[config.mk]
export PLATFORM = sky130hd
export DESIGN_NAME = draw_primitive_fetch
export DESIGN_NICKNAME = d
export VERILOG_FILES = /design/src/rtl/draw_pkg.sv /design/src/rtl/draw_primitive_fetch_tracker.sv /design/src/rtl/draw_primitive_fetch.sv
export SDC_FILE = /design/constraint.sdc
export NUM_CORES = 1
export LEC_CHECK = 0
export ABC_CLOCK_PERIOD_IN_PS = 21700
export BUFFER_PORTS_ARGS = -buffer_cell sky130_fd_sc_hd__buf_4
export CAP_MARGIN = 5
export CORE_MARGIN = 4
export CORE_UTILIZATION = 59
export CTS_CLUSTER_DIAMETER = 80
export DETAILED_ROUTE_END_ITERATION = 7
export PLACE_DENSITY = 0.86
export SLEW_MARGIN = 40
export SYNTH_ARGS = -nofsm -noshare
export SYNTH_HDL_FRONTEND = slang
export SYNTH_SLANG_ARGS = --single-unit
[constraint.sdc]
create_clock -name clock -period 21.7 [get_ports clock]
set_input_delay 2.17 -clock clock [delete_from_list [all_inputs] [get_ports clock]]
set_output_delay 2.17 -clock clock [all_outputs]
set_load 0.05 [all_outputs]
[src/rtl/draw_pkg.sv]
// Shared types for draw_primitive_fetch: topology encodings, opcode and FSM states.
package draw_pkg;

    localparam logic [1:0] MODE_LIST    = 2'd0;
    localparam logic [1:0] MODE_STRIP   = 2'd1;
    localparam logic [1:0] MODE_FAN     = 2'd2;

    localparam logic [2:0] OPC_TRIANGLE = 3'd1;

    // Read tag: destination vertex (0=a, 1=b, 2=c) and component index.
    localparam int TAG_W = 4;

    typedef struct packed {
        logic [1:0] vtx;
        logic [1:0] comp;
    } tag_t;

    typedef enum logic [2:0] {
        S_IDLE      = 3'd0,
        S_ISSUE     = 3'd1,
        S_DRAIN     = 3'd2,
        S_DRAW      = 3'd3,
        S_WAIT_DRAW = 3'd4,
        S_FIN       = 3'd5
    } state_t;

endpackage

[src/rtl/draw_primitive_fetch_tracker.sv]
// mem_read_tracker: follows each issued read through the memory latency so its data
// can be steered into the right vertex/component slot when it returns.
module mem_read_tracker #(
    parameter int MEM_LATENCY = 1,
    parameter int TAG_W       = 4
) (
    input  logic             clock_i,
    input  logic             reset_i,
    input  logic             issue_i,
    input  logic [TAG_W-1:0] issue_tag_i,
    output logic             cap_o,
    output logic [TAG_W-1:0] cap_tag_o,
    output logic             empty_o
);

    logic [MEM_LATENCY-1:0] valid_q;
    logic [TAG_W-1:0]       tag_q [MEM_LATENCY];

    always_ff @(posedge clock_i or posedge reset_i) begin
        if (reset_i) begin
            valid_q <= '0;
            for (int i = 0; i < MEM_LATENCY; i++) tag_q[i] <= '0;
        end else begin
            valid_q[0] <= issue_i;
            tag_q[0]   <= issue_tag_i;
            for (int i = 1; i < MEM_LATENCY; i++) begin
                valid_q[i] <= valid_q[i-1];
                tag_q[i]   <= tag_q[i-1];
            end
        end
    end

    assign cap_o     = valid_q[MEM_LATENCY-1];
    assign cap_tag_o = tag_q[MEM_LATENCY-1];

    // empty_o: nothing is queued behind the word currently being captured.
    always_comb begin
        empty_o = 1'b1;
        for (int i = 0; i < MEM_LATENCY - 1; i++) begin
            if (valid_q[i]) empty_o = 1'b0;
        end
    end

endmodule

[src/rtl/draw_primitive_fetch.sv]
// Triangle fetch sequencer: list/strip/fan assembly with pipelined vertex/colour reads.
// Optional STRIP_WINDING_FIX_EN swaps a/b outputs on odd strip triangles.
module draw_primitive_fetch
    import draw_pkg::*;
#(
    parameter int WIDTH        = 32,
    parameter int COLOUR_WIDTH = 3,
    parameter int COORDS       = 3,
    parameter int MEM_LATENCY  = 1
) (
    input  logic                    clock,
    input  logic                    reset,
    input  logic                    start,
    input  logic [1:0]              mode,
    input  logic [WIDTH-1:0]        base_addr,
    input  logic [WIDTH-1:0]        count,
    output logic                    busy,
    output logic                    done,
    output logic [WIDTH-1:0]        mem_read_addr,
    input  logic [WIDTH-1:0]        mem_read_data,
    output logic [WIDTH-1:0]        mem_col_addr,
    input  logic [COLOUR_WIDTH-1:0] mem_col_data,
    output logic [2:0]              opcode,
    output logic [COORDS*WIDTH-1:0] vert_a,
    output logic [COORDS*WIDTH-1:0] vert_b,
    output logic [COORDS*WIDTH-1:0] vert_c,
    output logic [COLOUR_WIDTH-1:0] colour,
    output logic                    draw_en,
    input  logic                    draw_done,
    output state_t                  dbg_state
);

    localparam logic [1:0] LAST_COMP = 2'(COORDS - 1);

    state_t                  state_q;
    logic [1:0]              mode_q;
    logic [WIDTH-1:0]        count_q, tri_q, vptr_q, tri_d;
    logic [1:0]              vtx_q, comp_q;
    logic [COORDS*WIDTH-1:0] va_q, vb_q, vc_q;
    logic [COLOUR_WIDTH-1:0] colour_q;
    logic                    busy_q, done_q, draw_en_q;
    logic                    issue, cap, trk_empty, swap;
    logic [TAG_W-1:0]        cap_tag_bits;
    tag_t                    cap_tag;

    assign issue   = (state_q == S_ISSUE);
    assign tri_d   = tri_q + WIDTH'(1);
    assign cap_tag = tag_t'(cap_tag_bits);

    mem_read_tracker #(
        .MEM_LATENCY(MEM_LATENCY),
        .TAG_W      (TAG_W)
    ) u_tracker (
        .clock_i    (clock),
        .reset_i    (reset),
        .issue_i    (issue),
        .issue_tag_i({vtx_q, comp_q}),
        .cap_o      (cap),
        .cap_tag_o  (cap_tag_bits),
        .empty_o    (trk_empty)
    );

    // Handshake: draw_en is a one-cycle valid pulse; draw_done acts as the ready/ack and
    // is honoured only in WAIT_DRAW, so an ack coincident with draw_en is dropped.
    always_ff @(posedge clock or posedge reset) begin
        if (reset) begin
            state_q   <= S_IDLE;
            mode_q    <= MODE_LIST;
            count_q   <= '0;
            tri_q     <= '0;
            vptr_q    <= '0;
            vtx_q     <= '0;
            comp_q    <= '0;
            va_q      <= '0;
            vb_q      <= '0;
            vc_q      <= '0;
            colour_q  <= '0;
            busy_q    <= 1'b0;
            done_q    <= 1'b0;
            draw_en_q <= 1'b0;
        end else begin
            draw_en_q <= 1'b0;
            done_q    <= 1'b0;

            for (int k = 0; k < COORDS; k++) begin
                if (cap && cap_tag.comp == 2'(k)) begin
                    case (cap_tag.vtx)
                        2'd0:    va_q[k*WIDTH +: WIDTH] <= mem_read_data;
                        2'd1:    vb_q[k*WIDTH +: WIDTH] <= mem_read_data;
                        default: vc_q[k*WIDTH +: WIDTH] <= mem_read_data;
                    endcase
                end
            end

            case (state_q)
                S_IDLE: begin
                    if (start) begin
                        mode_q  <= (mode == MODE_STRIP || mode == MODE_FAN) ? mode : MODE_LIST;
                        count_q <= count;
                        tri_q   <= '0;
                        vptr_q  <= base_addr;
                        vtx_q   <= 2'd0;
                        comp_q  <= 2'd0;
                        busy_q  <= 1'b1;
                        state_q <= (count == '0) ? S_FIN : S_ISSUE;
                    end
                end
                S_ISSUE: begin
                    if (comp_q == LAST_COMP) begin
                        comp_q <= 2'd0;
                        vptr_q <= vptr_q + WIDTH'(COORDS);
                        if (vtx_q == 2'd2) state_q <= S_DRAIN;
                        else               vtx_q   <= vtx_q + 2'd1;
                    end else begin
                        comp_q <= comp_q + 2'd1;
                    end
                end
                S_DRAIN: begin
                    if (cap && trk_empty) begin
                        colour_q  <= mem_col_data;
                        draw_en_q <= 1'b1;
                        state_q   <= S_DRAW;
                    end
                end
                S_DRAW: state_q <= S_WAIT_DRAW;
                S_WAIT_DRAW: begin
                    if (draw_done) begin
                        tri_q <= tri_d;
                        if (tri_d == count_q) begin
                            state_q <= S_FIN;
                        end else begin
                            state_q <= S_ISSUE;
                            vtx_q   <= (mode_q == MODE_LIST) ? 2'd0 : 2'd2;
                            if (mode_q == MODE_STRIP) begin
                                va_q <= vb_q;
                                vb_q <= vc_q;
                            end else if (mode_q == MODE_FAN) begin
                                vb_q <= vc_q;
                            end
                        end
                    end
                end
                // done is registered, so the pulse appears the cycle after FIN.
                S_FIN: begin
                    busy_q  <= 1'b0;
                    done_q  <= 1'b1;
                    state_q <= S_IDLE;
                end
                default: state_q <= S_IDLE;
            endcase
        end
    end

`ifdef STRIP_WINDING_FIX_EN
    assign swap = (mode_q == MODE_STRIP) && tri_q[0];
`else
    assign swap = 1'b0;
`endif

    assign vert_a        = swap ? vb_q : va_q;
    assign vert_b        = swap ? va_q : vb_q;
    assign vert_c        = vc_q;
    assign colour        = colour_q;
    assign draw_en       = draw_en_q;
    assign done          = done_q;
    assign busy          = busy_q;
    assign opcode        = OPC_TRIANGLE;
    assign mem_col_addr  = tri_q;
    assign mem_read_addr = vptr_q + WIDTH'(comp_q);
    assign dbg_state     = state_q;

endmodule

Word level (Yosys, flattened, before mapping)
Cells that the tools add are included.

cells by class
  add/subtract/negate cells = 5
  equal/unequal tests = 22
  muxes and demuxes = 50
  bitwise gates (word level) = 1
  reductions and logical operators = 25

operator list
  cell                                                              number
  96-bit two-way mux                                                9
  32-bit two-way mux                                                16
  32-bit case mux with 2 select lines                               2
  32-bit by 1-bit adder with 32-bit output (second input constant)  1
  32-bit by 2-bit adder with 32-bit output                          1
  32-bit by 2-bit adder with 32-bit output (second input constant)  1
  32-bit == test                                                    1
  32-bit logical NOT                                                1
  3-bit two-way mux                                                 7
  2-bit two-way mux                                                 8
  3-bit case mux with 5 select lines                                1
  2-bit AND reduction                                               7
  2-bit inequality test (second input constant)                     6
  2-bit == test (second input constant)                             5
  2-bit by 1-bit == test with 1-bit output (second input constant)  4
  3-bit by 2-bit == test with 1-bit output (second input constant)  2
  3-bit == test (second input constant)                             2
  2-bit logical NOT                                                 3
  2-bit case mux with 3 select lines                                1
  3-bit AND reduction                                               2
  6-bit AND reduction                                               1
  2-bit nonzero test                                                3
  5-bit AND reduction                                               1
  2-bit by 1-bit adder with 2-bit output (second input constant)    2
  11 further kinds                                                  16

storage, ports and cells
  flip-flop bits (word level) = 404
  logic and storage cells = 121

Logic depth before layout (Yosys ltp)
Gate-level depths: netlist of run 1.

  depth in word-level cells = 8
  depth in mapped cells = 14
  gate-level depth less buffers = 10

Cells and area by module
A second synthesis of run 1 with hierarchy kept.

second synthesis, totals
  cell total of the unflattened synthesis = 1769
  area, all modules = 20826.2 µm²

by module, submodules not included
  module                times used  cells an instance  area an instance (µm²)
  draw_primitive_fetch  1           1761               20686.1
  mem_read_tracker      1           8                  140.1

Worst setup path before layout of run 1
Ideal clock, no wire load.

  path kind = reg-to-output
  start = reg vptr_q[4]
  end = out mem_read_addr[27]
  arrival time = 2773 ps
  path slack = 16757 ps
  cell stages (with the launch flop) = 9
  buffers on the path = 2
  path through = dfrtp_1 clkbuf_1 nand4_1 nand2b_1 or2_2 clkbuf_1 or3_1 nor2_1 xor2_1

between the ends
  cells in the longest elaborated chain, start to end = 1

RTL lines
  element                                   line                         source
  start: declaration                        draw_primitive_fetch.sv:37   logic [WIDTH-1:0] count_q, tri_q, vptr_q, tri_d;
  start signal: assignment                  draw_primitive_fetch.sv:101  vptr_q <= base_addr;
  start signal: assignment                  draw_primitive_fetch.sv:111  vptr_q <= vptr_q + WIDTH'(COORDS);
  32-bit by 2-bit adder with 32-bit output  draw_primitive_fetch.sv:169  assign mem_read_addr = vptr_q + WIDTH'(comp_q);
  end: declaration                          draw_primitive_fetch.sv:19   output logic [WIDTH-1:0] mem_read_addr,

Every way passes these cells.

Worst setup path in the final report of run 1
  start = reg vptr_q[4]
  end = out mem_read_addr[31]

Same word-level chain as after synthesis.

==> results.txt, run 1 <==
- Period utilisation layout: ~25%
- Slack of the worst reg-to-reg path: roughly 17 ns
* Wirelength per Cell: 24.39 microns
- Top cells by instance count after synthesis: mux2_2, dfrtp_1, nand2_1
- Max Clock Skew: ~0.018 ns
* Total number of clock tree sinks: about 400
- After clock tree synthesis, the flow added hold-fix buffers numbering 0.
* DRT Pass-1 Iters: 7
- Sequential element share of the synthesized area: between 40% and 50%
- The analysis attributes to cell leakage a power of 11.67 nW.
- Setup total negative slack on the finished layout was measured at 0 ns.
- Setup slack closes at around 16 ns.
- The synthesized netlist devotes 3.572% of its cell area to XOR and XNOR gates.
- The startpoint identified for the worst hold timing path is vtx_q[0].
- Pre-CTS setup slack: 16.62 ns
- For the worst setup path, the data arrival time is 3.23 ns.
- The synthesized design contains 0 enable-type register cells.
- RePlAce Congestion: 0.9669
- Detailed placement ended at an HPWL of approximately 45000 microns.
* Initial antenna violation count: 0
- Post-Route WL: ~65000 microns
* Largest cells by area after synthesis: dfrtp_1, mux2_2, nand2_1
- Worst-path cell chain: nand4_1 -> nand2b_1 -> or2_2 -> or3_1 -> nor2_1 -> xor2_1 -> buf_4
- The tool flagged a number of max-cap violations equal to 0.
* Clock transition at the registers of the reported paths: 0.06 ns
* Req. time, crit path: 19.53 ns
- Portion of netlist area occupied by mux cells: 27.53%
- The worst register-to-register path ends at vert_b[50].
- Initial cell density of the core: between 60% and 70%
* NumNets Final: approximately 2300
- The first global-routing pass estimated approximately 100000 microns of wire.
- STA classifies the critical path startpoint as a flip-flop.
* Std-Cell Core Area: between 30000 and 40000 sq um
- Kind of critical path: flip-flop to output port
* Most area-hungry cell type in the Yosys netlist: dfrtp_1
- Synthesis-to-layout area growth: 25.82%
- Width of the chip: slightly below 200 microns
* Maximum cell stage delay along the critical path: around 0.54 ns
- In this run the remaining antenna-violating nets after routing total 0.
- Total power per unit cell area: 192.1 nW/um^2
- The worst register-to-register path begins at mem_col_addr[0].
* Most instantiated flip-flop cell in the synthesis netlist: dfrtp_1
- The worst register-to-register path has a depth of 11.
- Clock latency at the later pin of the worst-skew pair: about 0.55 ns
- Number of cells traversed by the worst hold path: 0
- Yosys warning count: 0
- The floorplan step defined a die boundary enclosing 37780 sq um.
- Pin count of the biggest net entering global routing: 154
- Status: finished, final reports clean
- Worst Setup End Kind: output port
- Clock tree synthesis inserted a total of between 40 and 50 buffers.
* Most instantiated library cell after synthesis: mux2_2
- The synthesized netlist occupies a cell area of ~20000 sq um.
- Clock tree synthesis selected as its root buffer the cell clkbuf_16.
* Non-filler cells, final: approximately 2600
- H-tree depth reported by CTS: 2
- At the pin with the least slew margin, the transition time is roughly 0.86 ns.
- Vias in the first global route: between 15000 and 20000
- The final number of max-transition violations came to 0.
* Synthesized instance count: 1763
* Share of post-route cells with drive strength above 1: ~48%
* Peak fanout along the critical path: 10
- Average size of a mapped cell: approximately 12 sq um
- For this run, the total global-route usage over all layers was measured as 33.22%.
* Count of antenna diodes in the layout: 0
* # Post-CTS Setup Buffers: 0
- The synthesized netlist devotes under 10% of its cell area to compound gates.
- Number of cells upsized or downsized after cts: 0
- Counting flops with an async set or reset pin after synthesis yields a share of 100.0%.
* CTS tree: yes
* Fraction of post-synthesis cell area in the top cell type by area: roughly half
* Simple logic cell fraction of the synthesized area: 10.22%
- The path with the worst hold slack has its endpoint at u_tracker.cap_tag_o[2].
- Dpl cells: 2577
- Counting I/O delays and the setup requirement, the final critical path takes 5.404 ns.
- Vias per inst: slightly above 6
- Vert. Die Dim: 194.4 microns
* Maximum clock path buffer count: 3
- Setup violations remaining at the end of the flow were counted as 0.
- Via Count: 16155
- Layout filler cell count: approximately 2100
- DRC Markers: 0
- Row count: 67
- For this run, the top clock speed supported by timing is roughly 190 MHz.
* Cell with the largest stage delay on the worst path: dfrtp_1
* Fraction of the mapped netlist area in adder cells: 0.4030%
- RSZ-0062 raised after global routing: false
- The worst-case IR drop observed on VDD is ~0.15 mV.
- After synthesis, the largest family of logic cells by area is multiplexers.
- For this design the top-level I/O count stands at 469.
* Max_slew headroom: between 40% and 50%
* Worst Hold Class: flip-flop to flip-flop
* Number of distinct library cell variants in the gate-level netlist after synthesis: 60
* GR Overflow Total: 0
- Count of input and output buffers: approximately 470
* Post-synthesis sequential element count: between 400 and 500
- Initial DRC Count: 1174
- The final hold violation count came to 0.
sequential cells by signal, indices dropped and copies added, names as in the netlist:
signal / count
vert_a: 96
vptr_q: 32
count_q: 32
vtx_q: 2
comp_q: 2
colour: 3
vert_b: 96
dbg_state: 3
u_tracker.cap_o: 1
mem_col_addr: 32
draw_en: 1
u_tracker.cap_tag_o: 4
vert_c: 96
done: 1
mode_q: 2
busy: 1
metal layers:
metal	wire length (microns)	share of wire (%)	global-route usage, %
met1	24710	38	41.77
met2	31880	49	56.22
met3	5106	7.9	7.860
met4	2920	4.5	12.73
met5	0	0	0
cell families after synthesis:
kind of cell    Yosys count
compound gates          213
fa+ha+maj                 6
simple gates            433
mux                     488
flops                   404
other cells               2
xor+xnor                 82
buf+inv                 135
worst max path at each step:
stage                    startpoint                 to  slack (ns)  cells after the start
floorplan                     reset               busy        8.29                      1
global placement          draw_done         vert_a[15]       16.34                      5
detailed placement  mem_col_addr[0]         vert_b[50]       16.62                     11
CTS                       comp_q[0]  mem_read_addr[24]       16.27                      8
global route              vptr_q[7]  mem_read_addr[31]       16.19                      8
finish                    vptr_q[4]  mem_read_addr[31]       16.30                      7
worst max-delay path: cells and delay by family, from the launching register on:
kind                   cells  cell delay, ns
flip-flops                 1            0.54
AND/OR/NAND/NOR            5            1.75
buffers and inverters      1            0.22
XOR/XNOR                   1            0.18
through the flow:
step           util, %  hold WS [ns]  cell area (sq um)  power (W)
3_3_place_gp     71.40        0.4211              24180   0.004095
5_1_grt          76.13        0.4692              25780   0.005146
2_1_floorplan        -        0.3954              20490   0.003285
3_5_place_dp     71.91        0.4234              24350   0.004190
6_report         76.13        0.4366              25780   0.004952
4_1_cts          76.07        0.4365              25760   0.004953
power by group:
group          switching [W]  leakage (nW)  internal [W]
registers           0.000328          4.88       0.00110
logic                0.00179          6.10      0.000989
clock network       0.000303         0.684      0.000439
area by class of cell:
| type | count | area, sq um | share of cell area, % |
|---|---|---|---|
| well taps | 448 | 560.5 | 2.174 |
| clock buffers | 60 | 1220 | 4.732 |
| clock inverters | 12 | 187.7 | 0.7279 |
| inverters | 17 | 80.08 | 0.3106 |
| repair buffers | 483 | 3722 | 14.44 |
| multi-input cells | 1225 | 9902 | 38.41 |
| flip-flops and latches | 404 | 10110 | 39.21 |
placed cells by master, fill, tap and decap left out, drive strengths merged, types with 6 or more instances in the layout:
master and count:
a21oi 77, a31oi 6, and3 10, buf 483, clkbuf 60, clkinv 6, dfrtp 404, inv 17
mux2 484, nand2 182, nand3 46, nand4 31, nor2 73, nor2b 10, nor3 18, nor3b 6
nor4 21, o21ai 84, o22ai 10, o31ai 11, or3 6, or4 6, xnor2 45, xor2 36
Power figures use the tool's default switching activity.
==> run 2: changes to the inputs <==
- ABC_CLOCK_PERIOD_IN_PS: 21700 -> 5550
- CORE_UTILIZATION: 59 -> 55
- PLACE_DENSITY: 0.86 -> 0.81
- clock period: 21.7 -> 5.55 ns (I/O delays scaled with it)
==> run 2 against run 1 <==
Net effect:
- sequential share of layout area is 0.31 points lower
- final cell count is 1.2% higher
- non-clock buffer count grew 5
- clock skew is 0.0026 ns lower
- utilization is 5.3 points lower
- clock power rose to 4.2 times the previous value
- design area is 0.79% higher
- first-iteration DRC count down 17%
- via count fell by 1.3%
- sequential cell count is the same
==> results.txt, run 2 (synthesis results as in run 1) <==
- Status: finished, final reports clean
- Endpoints failing hold: 0
* Most frequent cells in the layout: buf_4, mux2_2, dfrtp_1, nand2_1, o21ai_0
- CTS tree: yes
* Layout filler cell count: 2607
* # Max-Cap Violations: 0
- After detailed placement, the total cell area comes to 24390 sq um.
- After clock tree synthesis, the repair step resized 0 gates.
* Worst Setup End Kind: flip-flop
* Count of input and output buffers: ~470
- In this run, the combinational gates consume between 50 and 60% of the power.
- Global routing used a little over 50% of the available met2 tracks.
- Sequential cell area: roughly 10000 sq um
* Worst Path Arrival: 4.97 ns
* Row count: 70
* Crit path setup slack, layout: 1.022 ns
- Grt met3 use: under 10%
* Synthesis-to-layout area growth: 26.82%
* Final setup violation count: 0
- From bottom edge to top edge, the die measures roughly 200 microns.
- Pin count of the biggest net entering global routing: 110
* Peak fanout along the critical path: 39
- After global routing the overflow that remains totals 0.
* Worst slack on hold paths: between 0.1 and 0.15 ns
* NumNets Final: approximately 2300
* Met1 capacity usage during global routing: 38.24%
* Number of I/O pins: approximately 470
- The global routing stage identified its most utilized layer as met2.
* Clock transition at the registers of the reported paths: approximately 0.06 ns
- The congestion estimate from routability-driven global placement came to slightly below 1.
* Pre-CTS setup slack: 0.9059 ns
- Hold repair after CTS inserted 0 buffers.
- The internal power of the cells totals around 0.010 W.
* Clock latency at the later pin of the worst-skew pair: roughly 0.57 ns
- The number of global-route vias before repair was about 17000.
* Leakage: 11.77 nW
- Antenna Violating Nets Remaining: 0
- Global Route Usage Sum: a little under a third
- Share of post-route cells with drive strength above 1: 48.85%
- The worst hold path belongs to the class primary input to asynchronous set/reset pin.
* Kind of critical path: flip-flop to flip-flop
- Leading cell type in the layout, fill and taps excluded: buf_4
- Measured slew at the worst slew-check pin: 0.7958 ns
- TritonCTS created 43 clock buffers.
- Power share of the clock group: approximately 16%
* Worst Setup Start Kind: flip-flop
* DRT Pass-1 Iters: 5
* # Post-CTS Setup Buffers: 0
* Initial cell density of the core: around 56%
- Total number of clock tree sinks: 404
* Buffer type at the clock tree root: clkbuf_16
- The number of antenna violations at the first check in global routing came to 1.
- Initial DRC Count: a little under 1000
- Fraction of power spent switching nets: around half
- Setup repair after global routing left no endpoint under its margin.
* Req. time, crit path: between 5 and 6 ns
- Via Count: between 15000 and 20000
- Max VDD drop: roughly 0.55 mV
* Time the worst path needs with I/O delays and setup: ~4.5 ns
- The share of total power dissipated in sequential elements is 28.4%.
- Dividing the detail-routed wire length by the instance count gives around 23 microns.
* Final core area utilization: 70.81%
* Count of final max-slew check failures: 0
- Post-route design area: 25990 sq um
* H-tree depth reported by CTS: 2
- Wires add up to about 63000 microns.
* Global-route wire length before repair: ~97000 microns
* Total power per unit cell area: about 750 nW/um^2
- Max_slew headroom: ~46%
* Max Clock Skew: between 0.015 and 0.02 ns
- Summed over all nets, the half-perimeter wirelength after detailed placement is roughly 44000 microns.
- Period utilisation layout: roughly four fifths
* Width of the chip: about 200 microns
- Area occupied by multi-input gates: roughly 9900 sq um
- Switching power of the nets: 0.009366 W
- Std-Cell Core Area: ~37000 sq um
- The longest clock path from root to sink contains 3 buffers.
- Static timing analysis puts the maximum clock frequency at between 200 and 250 MHz.
- Count of antenna diodes in the layout: 0
- Using the TritonRoute via totals, the vias-per-cell ratio works out to slightly below 6.
- The die covers 40410 sq um.
- DRC Markers: 0
[run 2: final cells by class]
| cell class | instances | area share (%) |
|---|---|---|
| repair buffers | 488 | 14.59 |
| flip-flops and latches | 404 | 38.90 |
| inverters | 17 | 0.2600 |
| well taps | 468 | 2.253 |
| clock inverters | 17 | 0.9726 |
| multi-input cells | 1225 | 38.06 |
| clock buffers | 62 | 4.959 |
[run 2: through the flow]
| step | cells | TNS [ns] | total power, W |
|---|---|---|---|
| 3_5_place_dp | 2600 | 0 | 0.01630 |
| 2_1_floorplan | 1764 | -180.47 | 0.01284 |
| 6_report | 2681 | 0 | 0.01943 |
| 3_3_place_gp | 2598 | 0 | 0.01598 |
| 4_1_cts | 2679 | 0 | 0.01948 |
| 5_1_grt | 2681 | 0 | 0.02025 |
[run 2: critical path, cell delays in order (launching register included)]
cell and delay, ns:
dfrtp_1 0.48, ha_1 0.28, nand3_1 0.33, or4_4 0.67
nor4_1 0.49, xnor3_1 0.28, o21ai_0 0.09, nor4_1 0.09
nand4_2 0.20, and4b_4 0.48, buf_12 0.29, buf_12 0.30
mux2_2 0.39
[run 2: power groups by stage]
| stage | registers, W | logic [W] | clock network [W] |
|---|---|---|---|
| 2_1_floorplan | 0.00892 | 0.00393 | 0 |
| 3_3_place_gp | 0.00543 | 0.0106 | 0 |
| 3_5_place_dp | 0.00553 | 0.0108 | 0 |
| 4_1_cts | 0.00549 | 0.0108 | 0.00316 |
| 5_1_grt | 0.00569 | 0.0113 | 0.00328 |
| 6_report | 0.00551 | 0.0108 | 0.00311 |
[run 2: worst paths after layout]
check	from	endpoint	slack [ns]	cells after the start
setup / recovery	mem_col_addr[0]	vert_a[38]	1.02	12
hold / removal	reset	mem_col_addr[30]	0.10	3
setup reg to reg	mem_col_addr[0]	vert_a[38]	1.02	12
hold reg to reg	vtx_q[0]	u_tracker.cap_tag_o[2]	0.44	0
max in group asynchronous	reset	vert_c[16]	4.47	4
min in group clock	count[1]	count_q[1]	0.20	3
[run 2: metal layers]
| metal | up-vias | part of all wire (%) |
|---|---|---|
| met1 | 7946 | 39 |
| met5 | - | 0.032 |
| met4 | 2 | 4.0 |
| li1 | 7125 | - |
| met2 | 707 | 49 |
| met3 | 160 | 8.1 |
